## config.mk

```make
export PLATFORM = sky130hd
export DESIGN_NAME = oled_char_arbiter_flat
export DESIGN_NICKNAME = d
export VERILOG_FILES = /design/src/rtl/oled_pkg.sv /design/src/rtl/oled_char_arbiter_if.sv /design/src/rtl/oled_rr_arbiter.sv /design/src/rtl/oled_char_arbiter.sv /design/src/flat_wrapper.sv
export SDC_FILE = /design/constraint.sdc
export NUM_CORES = 1
export LEC_CHECK = 0
export ABC_AREA = 1
export CAP_MARGIN = 25
export CORE_MARGIN = 2
export CORE_UTILIZATION = 25
export DETAILED_ROUTE_END_ITERATION = 10
export MAX_ROUTING_LAYER = met4
export PLACE_DENSITY = 0.51
export SLEW_MARGIN = 10
export SYNTH_ARGS = -nofsm -noshare
export SYNTH_HDL_FRONTEND = slang
export SYNTH_HIERARCHICAL = 1
export SYNTH_SLANG_ARGS = --single-unit
```

## constraint.sdc

```tcl
create_clock -name clock -period 1.4 [get_ports clock]
set_clock_uncertainty 0.05 [all_clocks]
set_input_delay 0.35 -clock clock [delete_from_list [all_inputs] [get_ports clock]]
set_output_delay 0.35 -clock clock [all_outputs]
set_load 0.05 [all_outputs]
```

## src/rtl/oled_pkg.sv

```systemverilog
// Shared types and defaults for the OLED character arbiter.
// The CLEAR state exists only when OLED_ARB_CLEAR_EN is defined.
package oled_pkg;

    localparam logic [6:0] BLANK_CHAR_DEFAULT   = 7'h20;
    localparam int         SCREEN_CHARS_DEFAULT = 64;

`ifdef OLED_ARB_CLEAR_EN
    typedef enum logic [1:0] {IDLE, SEND, GAP, CLEAR} state_t;
`else
    typedef enum logic [1:0] {IDLE, SEND, GAP} state_t;
`endif

    // Screen position after one completed character, wrapping at the screen end.
    function automatic logic [5:0] next_pos(input logic [5:0] pos, input int chars);
        return (pos == 6'(chars - 1)) ? 6'd0 : pos + 6'd1;
    endfunction

endpackage

```

## src/rtl/oled_char_arbiter_if.sv

```systemverilog
// Requester and OLED-controller handshake bundle of the character arbiter.
// The arbiter uses the slave modport; the requesters/controller side uses master.
interface oled_char_arbiter_if;

    logic [6:0] req0_char;
    logic       req0_valid;
    logic       req0_ready;
    logic [6:0] req1_char;
    logic       req1_valid;
    logic       req1_ready;
    logic [6:0] send_data;
    logic       send_data_valid;
    logic       send_done;

    modport slave (
        input  req0_char, req0_valid, req1_char, req1_valid, send_done,
        output req0_ready, req1_ready, send_data, send_data_valid
    );

    modport master (
        output req0_char, req0_valid, req1_char, req1_valid, send_done,
        input  req0_ready, req1_ready, send_data, send_data_valid
    );

endinterface

```

## src/rtl/oled_rr_arbiter.sv

```systemverilog
// Two-way round-robin grant: on a tie the requester that was not granted last wins.
module oled_rr_arbiter (
    input  logic [1:0] req,
    input  logic       last_grant,
    output logic [1:0] grant
);

    always_comb begin
        grant = req;
        if (req == 2'b11) begin
            grant = last_grant ? 2'b01 : 2'b10;
        end
    end

endmodule

```

## src/rtl/oled_char_arbiter.sv

```systemverilog
// Arbitrates two character sources onto one OLED controller with registered outputs.
// Define OLED_ARB_CLEAR_EN to blank the whole screen after every reset release.
module oled_char_arbiter
    import oled_pkg::*;
#(
    parameter logic [6:0] BLANK_CHAR   = BLANK_CHAR_DEFAULT,
    parameter int         SCREEN_CHARS = SCREEN_CHARS_DEFAULT
) (
    input  logic                clock,
    input  logic                reset_n,
    oled_char_arbiter_if.slave  bus,
    output logic [5:0]          char_pos,
    output logic                busy,
    output logic                last_grant
);

    state_t     state, state_next;
    logic [6:0] data_next;
    logic       valid_next;
    logic       ready0_next;
    logic       ready1_next;
    logic       last_next;
    logic       busy_next;
    logic [5:0] pos_next;
    logic [1:0] grant;

    oled_rr_arbiter u_rr (
        .req        ({bus.req1_valid, bus.req0_valid}),
        .last_grant (last_grant),
        .grant      (grant)
    );

`ifdef OLED_ARB_CLEAR_EN
    logic [6:0] clear_left, clear_next;

    always_ff @(posedge clock or negedge reset_n) begin
        if (!reset_n) begin
            clear_left <= 7'(SCREEN_CHARS);
        end else begin
            clear_left <= clear_next;
        end
    end
`endif

    always_ff @(posedge clock or negedge reset_n) begin
        if (!reset_n) begin
            state               <= IDLE;
            bus.send_data       <= 7'd0;
            bus.send_data_valid <= 1'b0;
            bus.req0_ready      <= 1'b0;
            bus.req1_ready      <= 1'b0;
            char_pos            <= 6'd0;
            busy                <= 1'b0;
            last_grant          <= 1'b1;
        end else begin
            state               <= state_next;
            bus.send_data       <= data_next;
            bus.send_data_valid <= valid_next;
            bus.req0_ready      <= ready0_next;
            bus.req1_ready      <= ready1_next;
            char_pos            <= pos_next;
            busy                <= busy_next;
            last_grant          <= last_next;
        end
    end

    // Outputs are computed one cycle ahead so every port comes straight from a flop.
    always_comb begin
        state_next  = state;
        data_next   = bus.send_data;
        valid_next  = bus.send_data_valid;
        ready0_next = 1'b0;
        ready1_next = 1'b0;
        pos_next    = char_pos;
        last_next   = last_grant;
`ifdef OLED_ARB_CLEAR_EN
        clear_next  = clear_left;
`endif
        case (state)
            IDLE: begin
`ifdef OLED_ARB_CLEAR_EN
                if (clear_left != 7'd0) begin
                    state_next = CLEAR;
                    data_next  = BLANK_CHAR;
                    valid_next = 1'b1;
                end else
`endif
                if (grant[0]) begin
                    state_next  = SEND;
                    data_next   = bus.req0_char;
                    valid_next  = 1'b1;
                    ready0_next = 1'b1;
                    last_next   = 1'b0;
                end else if (grant[1]) begin
                    state_next  = SEND;
                    data_next   = bus.req1_char;
                    valid_next  = 1'b1;
                    ready1_next = 1'b1;
                    last_next   = 1'b1;
                end
            end
            SEND: begin
                if (bus.send_done) begin
                    state_next = GAP;
                    valid_next = 1'b0;
                    pos_next   = next_pos(char_pos, SCREEN_CHARS);
                end
            end
`ifdef OLED_ARB_CLEAR_EN
            CLEAR: begin
                if (bus.send_done) begin
                    state_next = GAP;
                    valid_next = 1'b0;
                    pos_next   = next_pos(char_pos, SCREEN_CHARS);
                    clear_next = clear_left - 7'd1;
                end
            end
`endif
            GAP: begin
                // Valid stays low for this one cycle so the controller sees a fresh request.
`ifdef OLED_ARB_CLEAR_EN
                if (clear_left != 7'd0) begin
                    state_next = CLEAR;
                    data_next  = BLANK_CHAR;
                    valid_next = 1'b1;
                end else
`endif
                state_next = IDLE;
            end
            default: begin
                state_next = IDLE;
                valid_next = 1'b0;
            end
        endcase
        busy_next = (state_next != IDLE);
    end

endmodule

```

## src/flat_wrapper.sv

```systemverilog
// flat-port wrapper written by rule: the top's interface ports become plain ports
module oled_char_arbiter_flat import oled_pkg::*;
#(
    parameter logic [6:0] BLANK_CHAR   = BLANK_CHAR_DEFAULT,
    parameter int         SCREEN_CHARS = SCREEN_CHARS_DEFAULT
)
  (clock, reset_n, char_pos, busy, last_grant, bus_req0_char, bus_req0_valid, bus_req1_char, bus_req1_valid, bus_send_done, bus_req0_ready, bus_req1_ready, bus_send_data, bus_send_data_valid);
  oled_char_arbiter_if bus_i ();
  input  logic clock;
  input  logic reset_n;
  output logic [5:0] char_pos;
  output logic busy;
  output logic last_grant;
  input wire logic [$bits(bus_i.req0_char)-1:0] bus_req0_char;
  input wire logic [$bits(bus_i.req0_valid)-1:0] bus_req0_valid;
  input wire logic [$bits(bus_i.req1_char)-1:0] bus_req1_char;
  input wire logic [$bits(bus_i.req1_valid)-1:0] bus_req1_valid;
  input wire logic [$bits(bus_i.send_done)-1:0] bus_send_done;
  output wire logic [$bits(bus_i.req0_ready)-1:0] bus_req0_ready;
  output wire logic [$bits(bus_i.req1_ready)-1:0] bus_req1_ready;
  output wire logic [$bits(bus_i.send_data)-1:0] bus_send_data;
  output wire logic [$bits(bus_i.send_data_valid)-1:0] bus_send_data_valid;
  assign bus_i.req0_char = bus_req0_char;
  assign bus_i.req0_valid = bus_req0_valid;
  assign bus_i.req1_char = bus_req1_char;
  assign bus_i.req1_valid = bus_req1_valid;
  assign bus_i.send_done = bus_send_done;
  assign bus_req0_ready = bus_i.req0_ready;
  assign bus_req1_ready = bus_i.req1_ready;
  assign bus_send_data = bus_i.send_data;
  assign bus_send_data_valid = bus_i.send_data_valid;
  oled_char_arbiter #(.BLANK_CHAR(BLANK_CHAR), .SCREEN_CHARS(SCREEN_CHARS)) u_core (.clock(clock), .reset_n(reset_n), .bus(bus_i), .char_pos(char_pos), .busy(busy), .last_grant(last_grant));
endmodule
```

# == After elaboration in Yosys (flattened, before gate mapping) ==
# Cells that the tools add are included.
# word_totals
reg_bits,20
input_bits,19
elab_cells,41
output_inout_bits,18
# classes
n_addsub,1
n_reduce_logical,6
mux,19
bitwise_logic,1
n_eq_ne,6
# ops
op,count
7-bit two-way mux,2
2-bit two-way mux,5
1-bit two-way mux,9
"6-bit by 1-bit adder with 6-bit output, second input constant",1
"6-bit equality test, second input constant",1
6-bit two-way mux,1
"2-bit equality test, second input constant",2
2-bit one-hot mux with 2 select lines,1
2-bit AND reduction,2
2-bit nonzero test,2
"3-bit by 1-bit != test with 1-bit output, second input constant",1
1-bit one-hot mux with 3 select lines,1
3-bit AND reduction,1
"2-bit by 1-bit equality test with 1-bit output, second input constant",1
2-bit zero test,1
"2-bit != test, second input constant",1
1-bit inverter,1

# == Longest topological paths before layout ==
# Gate-level depths: netlist (run 1).
# depth
ltp_word,6
depth_mapped,8
ltp_nobuf,8

# == By module ==
# The synthesis (run 1) kept the hierarchy.
# by_module_without_submodules
module,area_each_um2,seq_area_each_um2,cells_per_inst,n_inst
oled_char_arbiter,907.1,501.7,100,1
oled_rr_arbiter,21.3,0.0,5,1

# == Worst setup path before layout (run 1) ==
# OpenSTA, ideal clock, no wires.
# synth_timing
path_kind,register -> register
from,register u_core.last_grant
to,register u_core.bus.send_data[4]
required_ns,1.231
n_path_buf,1
stages_incl_launch_ff,8
arrival_time_ns,1.394
period_less_slack_ns,1.563
setup_slack_ns,-0.163
setup_ns,0.119
cell_sequence,dfstp_2 nand3_1 nand2_1 buf_2 inv_2 nor2_1 o21ai_2 o21a_1
# synth_between
elab_chain_len,4
elab_cells_between_ends,5
classes_between,mux (3); reduce/logical (2)
# synth_rtl
element,line_no,source
start: declaration,oled_char_arbiter.sv:14,output logic last_grant
start signal: assignment,oled_char_arbiter.sv:63,last_grant <= last_next;
2-bit two-way mux *,oled_rr_arbiter.sv:11,grant = last_grant ? 2'b01 : 2'b10;
2-bit two-way mux *,oled_rr_arbiter.sv:10,if (req == 2'b11) begin
net u_core.grant[0],oled_char_arbiter.sv:25,logic [1:0] grant;
2-bit nonzero test (no line),n/a,
2-bit AND reduction (no line),n/a,
end signal: assignment,oled_char_arbiter.sv:57,bus.send_data <= data_next;
end: declaration,oled_char_arbiter_if.sv:17,"output req0_ready, req1_ready, send_data, send_data_valid"
# The timed path passes the listed nets; every way through them passes the cells marked *.
# A chain may end at the register's enable or synchronous reset.

# == Worst setup path after layout (run 1) ==
# layout_timing
from,register u_core.last_grant
to,output port last_grant
# layout_rtl
element,line_no,source
end: declaration,flat_wrapper.sv:13,output logic last_grant;
# No word-level cell between the ends.

==> metrics.md, run 1 <==
| Metric | Value |
|---|---|
| CTS sink cnt | `20` |
| Max Fclk | `655 MHz` |
| Diodes inserted | `0` |
| Switching share of power | `between 40% and 50%` |
| Seq/Total Area, Yosys | `between 50% and 60%` |
| Starting Density | `~26%` |
| Nets | `180` |
| Clk slew on worst S/H paths | `~0.07 ns` |
| Final setup violation count | `12` |
| Initial antenna violation count | `0` |
| Syn_area_per_cell | `about 9 um2` |
| Finished Layout Cells | `207` |
| Commonest register cell after synthesis | `dfrtp_1` |
| Vias/cell | `~4.3` |
| Synth area leaders | `dfrtp_1 (51%), nor2_1 (9.3%), nand2_1 (7.3%), o21a_1 (5.7%), o21ai_0 (3.8%)` |
| Ys async rst share | `100%` |
| First-pass GRT wire length | `~4100 um` |
| Final Slew Violations | `0` |
| Row cnt | `22` |
| M1 wire length | `between 1000 and 1500 um` |
| Vias in the first global route | `around 930` |
| Crit Reg-Reg Startpoint | `u_core/last_grant` |
| CTS tree | `built` |
| Placed cells | `slightly below 200` |
| Core area | `3610 um2` |
| Hold Startpoint | `u_core/state[1]` |
| Final cycle utilization of the critical path | `109%` |
| Share of the synthesized area in the top cell type | `between 50% and 60%` |
| Clk root buf | `clkbuf_8` |
| Drt wl/cell | `about 12 um` |
| Max-cap violation count | `0` |
| Leak | `a little under 0.8 nW` |
| Die height | `64.9 um` |
| H-tree depth | `1` |
| Pwr Density | `~2300 nW/um2` |
| GRT Overall Usage | `around an eighth` |
| Top-count cell post-synth | `nor2_1` |
| Comb power frac | `62.7%` |
| Yosys cell types | `20` |
| Routed WL | `2420 um` |
| Gr ovfl total | `0` |
| Placed cell areas | `~1600 um2` |
| Cts-stage hold buffer count | `0` |
| Metal3 WL | `roughly 100 um` |
| Synth Warn # | `6` |
| Syn-to-layout area delta | `93.5%` |
| Clock power frac | `just over 10%` |
| Failing checks | `negative setup slack` |
| Drc violations | `0` |
| Internal power | `around 2.4 mW` |
| Worst setup EP type | `output pin` |
| WHS Path Cells | `1` |
| Startpoint types | `flip-flop` |
| DP HPWL | `around 1900 um` |
| Rel. slew slack | `86.2%` |
| TritonCTS Buffers | `3` |
| DRT Pass-1 Iters | `4` |
| CP required | `1.00 ns` |
| TNS Setup | `-0.782 ns` |
| Via count | `885` |
| #FFs+latches synth | `20` |
| Final Hold Viols | `0` |
| Clock Latency Late Sink | `~0.25 ns` |
| R2R Path End | `u_core/bus.send_data[0]` |
| Fill cells | `between 300 and 400` |
| 1st-iter DRT viols | `12` |
| Largest fanout on the critical path | `3` |
| Slew @ Worst Pin | `slightly above 0.2 ns` |
| Die W | `64.9 um` |
| FF-to-FF setup slack | `-0.10 ns` |
| Met2 WL | `around 1300 um` |
| Ports | `37` |
| Top Layer Used | `met4` |
| Cell taking the most area after synthesis | `dfrtp_1` |
| Sequential share of power | `between 20% and 30%` |
| Setup CP Type | `flip-flop to output pin` |
| Finished Cell Area | `between 1500 and 2000 um2` |
| Sw Pwr | `1.79 mW` |
| Syn nets | `roughly 130` |
| Util after Layout | `49.8%` |
| Outcome | `finished, violations left` |
| Worst Reg-to-Reg Cells | `7` |
| Die area | `roughly 4200 um2` |
| Final min period | `approximately 1.5 ns` |
| Largest net degree at the start of global routing | `21` |
| Post-synth EDFFs | `0` |
| Worst hold-check path type | `flip-flop to flip-flop` |
| Peak VDD IR | `around 0.9 mV` |
| Post-placement worst setup slack | `-0.388 ns` |
| Clock Path Buffers | `2` |
| Routability cong. | `just over 0.7` |
| Unrepaired setup endpoints after global routing | `yes` |
| Setup ws final | `-0.127 ns` |
| Gate Count Post-Synth | `about 110` |
| I/O Buffers | `36` |
| Final Power | `about 4.2 mW` |
| Synth cell count leaders | `nor2_1 (23), dfrtp_1 (19), nand2_1 (18)` |
| Hold-critical path endpoint | `u_core/busy` |
| Synth Cell Area | `around 930 um2` |
| Layout cells sized above 1 | `approximately 40%` |
| Post-route ant nets | `0` |
| Fin Hold WS | `~0.38 ns` |
| Critical path arrival | `1.13 ns` |
==> power by group through the flow <==
stage | clock, mW | sequential, mW | combinational (mW)
after floorplan | 0 | 1.76 | 0.498
after global placement | 0 | 1.14 | 2.43
after detailed placement | 0 | 1.14 | 2.46
after CTS | 0.449 | 1.13 | 2.59
after global routing | 0.475 | 1.17 | 2.78
final | 0.433 | 1.14 | 2.64
==> layout by cell type (no fill, tap or decap), types with 3 or more instances in the layout <==
cell type and n:
buf_6 3, dfrtp_1 17, nor2_2 4, nor2_4 3, clkdlybuf4s50_1 16, clkbuf_8 4
nor2_1 19, buf_12 20, a21oi_1 3, nand2_1 16, buf_4 11, inv_1 6
o21ai_2 5, o21a_1 7, o21ai_1 3
==> cells by family after synthesis <==
kind of cell,share of synthesized area (%)
xor gates and xnor gates,1.89
adders and majority gates,1.35
buffers and inverters,5.39
AOI/OAI and AO/OA,14.0
DFF,54.0
and+or+nand+nor,23.3
==> state kept, by name, indices dropped and copies added, names as in the netlist <==
name,count
u_core/last_grant,1
u_core/char_pos,6
u_core/busy,1
u_core/bus.send_data,7
u_core/bus.send_data_valid,1
u_core/state,2
u_core/bus.req1_ready,1
u_core/bus.req0_ready,1
==> worst max-delay path: stages, from the launching register on <==
cell and delay [ns]:
dfstp_4 0.64, buf_6 0.11, buf_12 0.12
==> cell type report <==
type                       instances  area [um2]  share of cell area [%]
timing repair buffer              52         694                    38.6
sequential                        20         508                    28.3
multi-input combinational         74         438                    24.4
tap                               48        60.1                    3.34
clock buffer                       4        55.1                    3.06
inverter                           9        41.3                    2.30
==> worst max-delay path by stage <==
stage / from / to / slack (ns) / cells past startpoint
2_1_floorplan: u_core/last_grant / u_core/bus.send_data[4] / -0.09 / 7
3_3_place_gp: bus_req1_valid / u_core/bus.send_data[1] / -0.36 / 9
3_5_place_dp: bus_req1_valid / u_core/last_grant / -0.39 / 10
4_1_cts: u_core/last_grant / last_grant / -0.12 / 2
5_1_grt: u_core/last_grant / u_core/bus.send_data[6] / -0.16 / 7
6_report: u_core/last_grant / last_grant / -0.13 / 2
==> what timing repair did <==
| action | in CTS | in global routing |
|---|---|---|
| resized for setup | 16 | 11 |
| endpoints found under the setup margin | 12 | 13 |
| endpoints found under the hold margin | 0 | 0 |
| pin swaps | 1 | 0 |
| buffers inserted | 4 | 1 |
==> metal layers <==
layer | global-route usage (%) | vias up
met3 | 1.91 | 2
met2 | 22.2 | 19
li1 | - | 443
met1 | 15.3 | 421
met4 | 5.59 | 0
met5 | - | -
Note: power is estimated with default switching activity, not from simulation.
==> run 2: changes to the inputs <==
- CORE_ASPECT_RATIO: default -> 2
- CORE_UTILIZATION: 25 -> 30
- PLACE_DENSITY: 0.51 -> 0.59
==> run 2 against run 1 <==
Against the previous run:
- the run still ends with negative setup slack left
- non-clock buffer count fell by 6
- cell count fell by 12%
- sequential power barely moved
- critical path depth did not move
- design area fell by 5.4%
- sequential share of layout area rose by 1.6 points
- via count fell by 1.2%
==> metrics.md, run 2 (synthesized netlist as in run 1, its figures left out) <==
| Metric | Value |
|---|---|
| Ports | `37 (unchanged)` |
| Initial antenna violation count | `0 (unchanged)` |
| Final Hold Viols | `0 (unchanged)` |
| Layout cells sized above 1 | `34.0% (-5.6 points)` |
| Slew @ Worst Pin | `0.211 ns (+0.00449 ns)` |
| Row cnt | `28 (+27%)` |
| Most frequent cells in the layout | `buf_12 (21), nor2_1 (20), clkdlybuf4s50_1 (17), dfrtp_1 (17), nand2_1 (16)` |
| Die area | `3580 um2 (-15%)` |
| Placed cells | `177 (-11%)` |
| Max-cap violation count | `0 (unchanged)` |
| Leading cell type in the layout, fill and taps excluded | `buf_12` |
| Syn-to-layout area delta | `83.2%` |
| Clock Latency Late Sink | `0.25 ns (about the same)` |
| Critical path arrival | `1.11 ns (-0.02 ns)` |
| DRT Pass-1 Iters | `4 (unchanged)` |
| 1st-iter DRT viols | `15 (+3)` |
| Failing checks | `negative setup slack` |
| Max incr delay on CP | `0.64 ns (about the same)` |
| TritonCTS Buffers | `3 (unchanged)` |
| GRT Overall Usage | `15.2% (+2.2 points)` |
| H-tree depth | `1 (unchanged)` |
| Crit Reg-Reg Startpoint | `u_core/last_grant` |
| Biggest registers after layout | `u_core/bus.send_data x7, u_core/char_pos x6, u_core/state x2` |
| Comb power frac | `61.1% (-1.6 points)` |
| Finished Layout Cells | `183 (-12%)` |
| Peak VDD IR | `1.39 mV (+55%)` |
| Max reg flops | `7 (unchanged)` |
| Routability cong. | `0.704 (-2.7%)` |
| Levels on crit path | `2 (unchanged)` |
| Met2 WL | `1370 um (+8.9%)` |
| CP required | `1.00 ns (about the same)` |
| Finished Cell Area | `1700 um2 (-5.4%)` |
| Worst hold-check path type | `input pin to async pin` |
| Worst Reg-to-Reg Cells | `7 (unchanged)` |
| DP HPWL | `1800 um (-2.8%)` |
| Starting Density | `31.5% (+5.8 points)` |
| Final cycle utilization of the critical path | `108% (-0.97 points)` |
| Largest fanout on the critical path | `3 (unchanged)` |
| Unrepaired setup endpoints after global routing | `yes` |
| Largest net degree at the start of global routing | `21 (unchanged)` |
| Core area | `2940 um2 (-18%)` |
| Clk root buf | `clkbuf_8` |
| Vias/cell | `4.78 (+12%)` |
| Final min period | `1.51 ns (-0.0136 ns)` |
| Metal3 WL | `130 um (+25%)` |
| I/O Buffers | `36 (unchanged)` |
| Sw Pwr | `1.72 mW (-4.0%)` |
| Leak | `0.751 nW (-4.5%)` |
| Routed WL | `2340 um (-3.4%)` |
| Rel. slew slack | `85.9% (-0.35 points)` |
| Worst setup EP type | `output pin` |
| CP bufs+invs | `2 (unchanged)` |
| R2R Path End | `u_core/bus.send_data[6]` |
| Gr ovfl total | `0 (unchanged)` |
| Setup CP Type | `flip-flop to output pin` |
| Top Layer Used | `met4` |
| Internal power | `2.32 mW (-4.4%)` |
| M1 wire length | `807 um (-22%)` |
| Switching share of power | `42.6% (+0.093 points)` |
| Cts-stage hold buffer count | `0 (unchanged)` |
| CP top delay family | `flip-flops` |
| CP cell instances | `buf_6 > buf_12` |
| FF-to-FF setup slack | `-0.06 ns (+0.04 ns)` |
| Diodes inserted | `0 (unchanged)` |
| Max Fclk | `661 MHz (+0.90%)` |
| Die W | `43.3 um (-33%)` |
| CTS sink cnt | `20 (unchanged)` |
| Outcome | `finished, violations left` |
| Setup ws final | `-0.113 ns (+0.0136 ns)` |
| Final setup violation count | `8 (-4)` |
| Drc violations | `0 (unchanged)` |
| Final Slew Violations | `0 (unchanged)` |
| Via count | `874 (-1.2%)` |
| Slowest cell on the critical path | `dfstp_4` |
| Nets | `174 (-3.3%)` |
| Die height | `82.7 um (+27%)` |
| First-pass GRT wire length | `3950 um (-4.4%)` |
| Fill cells | `260 (-22%)` |
| CTS tree | `built` |
| Clock power frac | `10.7% (+0.4 points)` |
| Sequential share of power | `28.1% (+1.1 points)` |
| Startpoint types | `flip-flop` |
| Vias in the first global route | `902 (-2.7%)` |
| Post-route ant nets | `0 (unchanged)` |
| Drt wl/cell | `12.8 um (+9.3%)` |
| Clock Path Buffers | `2 (unchanged)` |
| Clk slew on worst S/H paths | `0.07 ns (about the same)` |
| Placed cell areas | `1610 um2 (-2.0%)` |
| Most flops, register | `u_core/bus.send_data` |
| Pwr Density | `2370 nW/um2 (+1.2%)` |
==> run 2: worst max-delay path by stage <==
stage / endpoint / start / slack (ns)
6_report: last_grant / u_core/last_grant / -0.11
5_1_grt: last_grant / u_core/last_grant / -0.15
3_5_place_dp: u_core/bus.send_data[6] / bus_req0_valid / -0.40
3_3_place_gp: u_core/bus.send_data[4] / bus_req1_valid / -0.36
4_1_cts: last_grant / u_core/last_grant / -0.12
2_1_floorplan: u_core/bus.send_data[4] / u_core/last_grant / -0.09
==> run 2: timing repair <==
item | CTS | global route
gates resized for setup | 11 | 4
hold endpoints to repair | 0 | 0
setup buffers | 1 | 1
setup endpoints to repair | 10 | 11
==> run 2: layout make-up <==
type / instances / area (um2) / share of cell area [%]
Inverter: 9 / 36.3 / 2.13
Timing Repair Buffer: 46 / 656 / 38.6
Multi-Input combinational cell: 74 / 408 / 24.0
Tap cell: 30 / 37.5 / 2.21
Clock buffer: 4 / 55.1 / 3.24
Sequential cell: 20 / 508 / 29.9
==> run 2: power groups by stage <==
stage / Sequential (mW) / Combinational, mW / Clock (mW)
floorplan: 1.76 / 0.498 / 0
global placement: 1.14 / 2.39 / 0
detailed placement: 1.15 / 2.42 / 0
CTS: 1.14 / 2.48 / 0.448
global route: 1.17 / 2.59 / 0.478
finish: 1.14 / 2.47 / 0.433
==> run 2: layer usage <==
metal  vias to the layer above  global-route usage (%)
met4                         0                    7.27
met5                         -                       -
met3                         2                    2.61
met1                       414                    15.3
li1                        432                       -
met2                        26                    27.8
==> run 2: stage by stage <==
step           utilization [%]  total power [mW]  setup WS (ns)  hold WS [ns]  TNS, ns
6_report                  57.8              4.03         -0.113         0.379   -0.459
5_1_grt                   57.8              4.24         -0.146         0.402    -1.02
4_1_cts                   57.4              4.07         -0.119         0.382   -0.586
3_5_place_dp              54.6              3.57         -0.396         0.391    -4.61
3_3_place_gp              54.6              3.53         -0.356         0.370    -4.19
2_1_floorplan                -              2.26        -0.0949       0.00441   -0.456
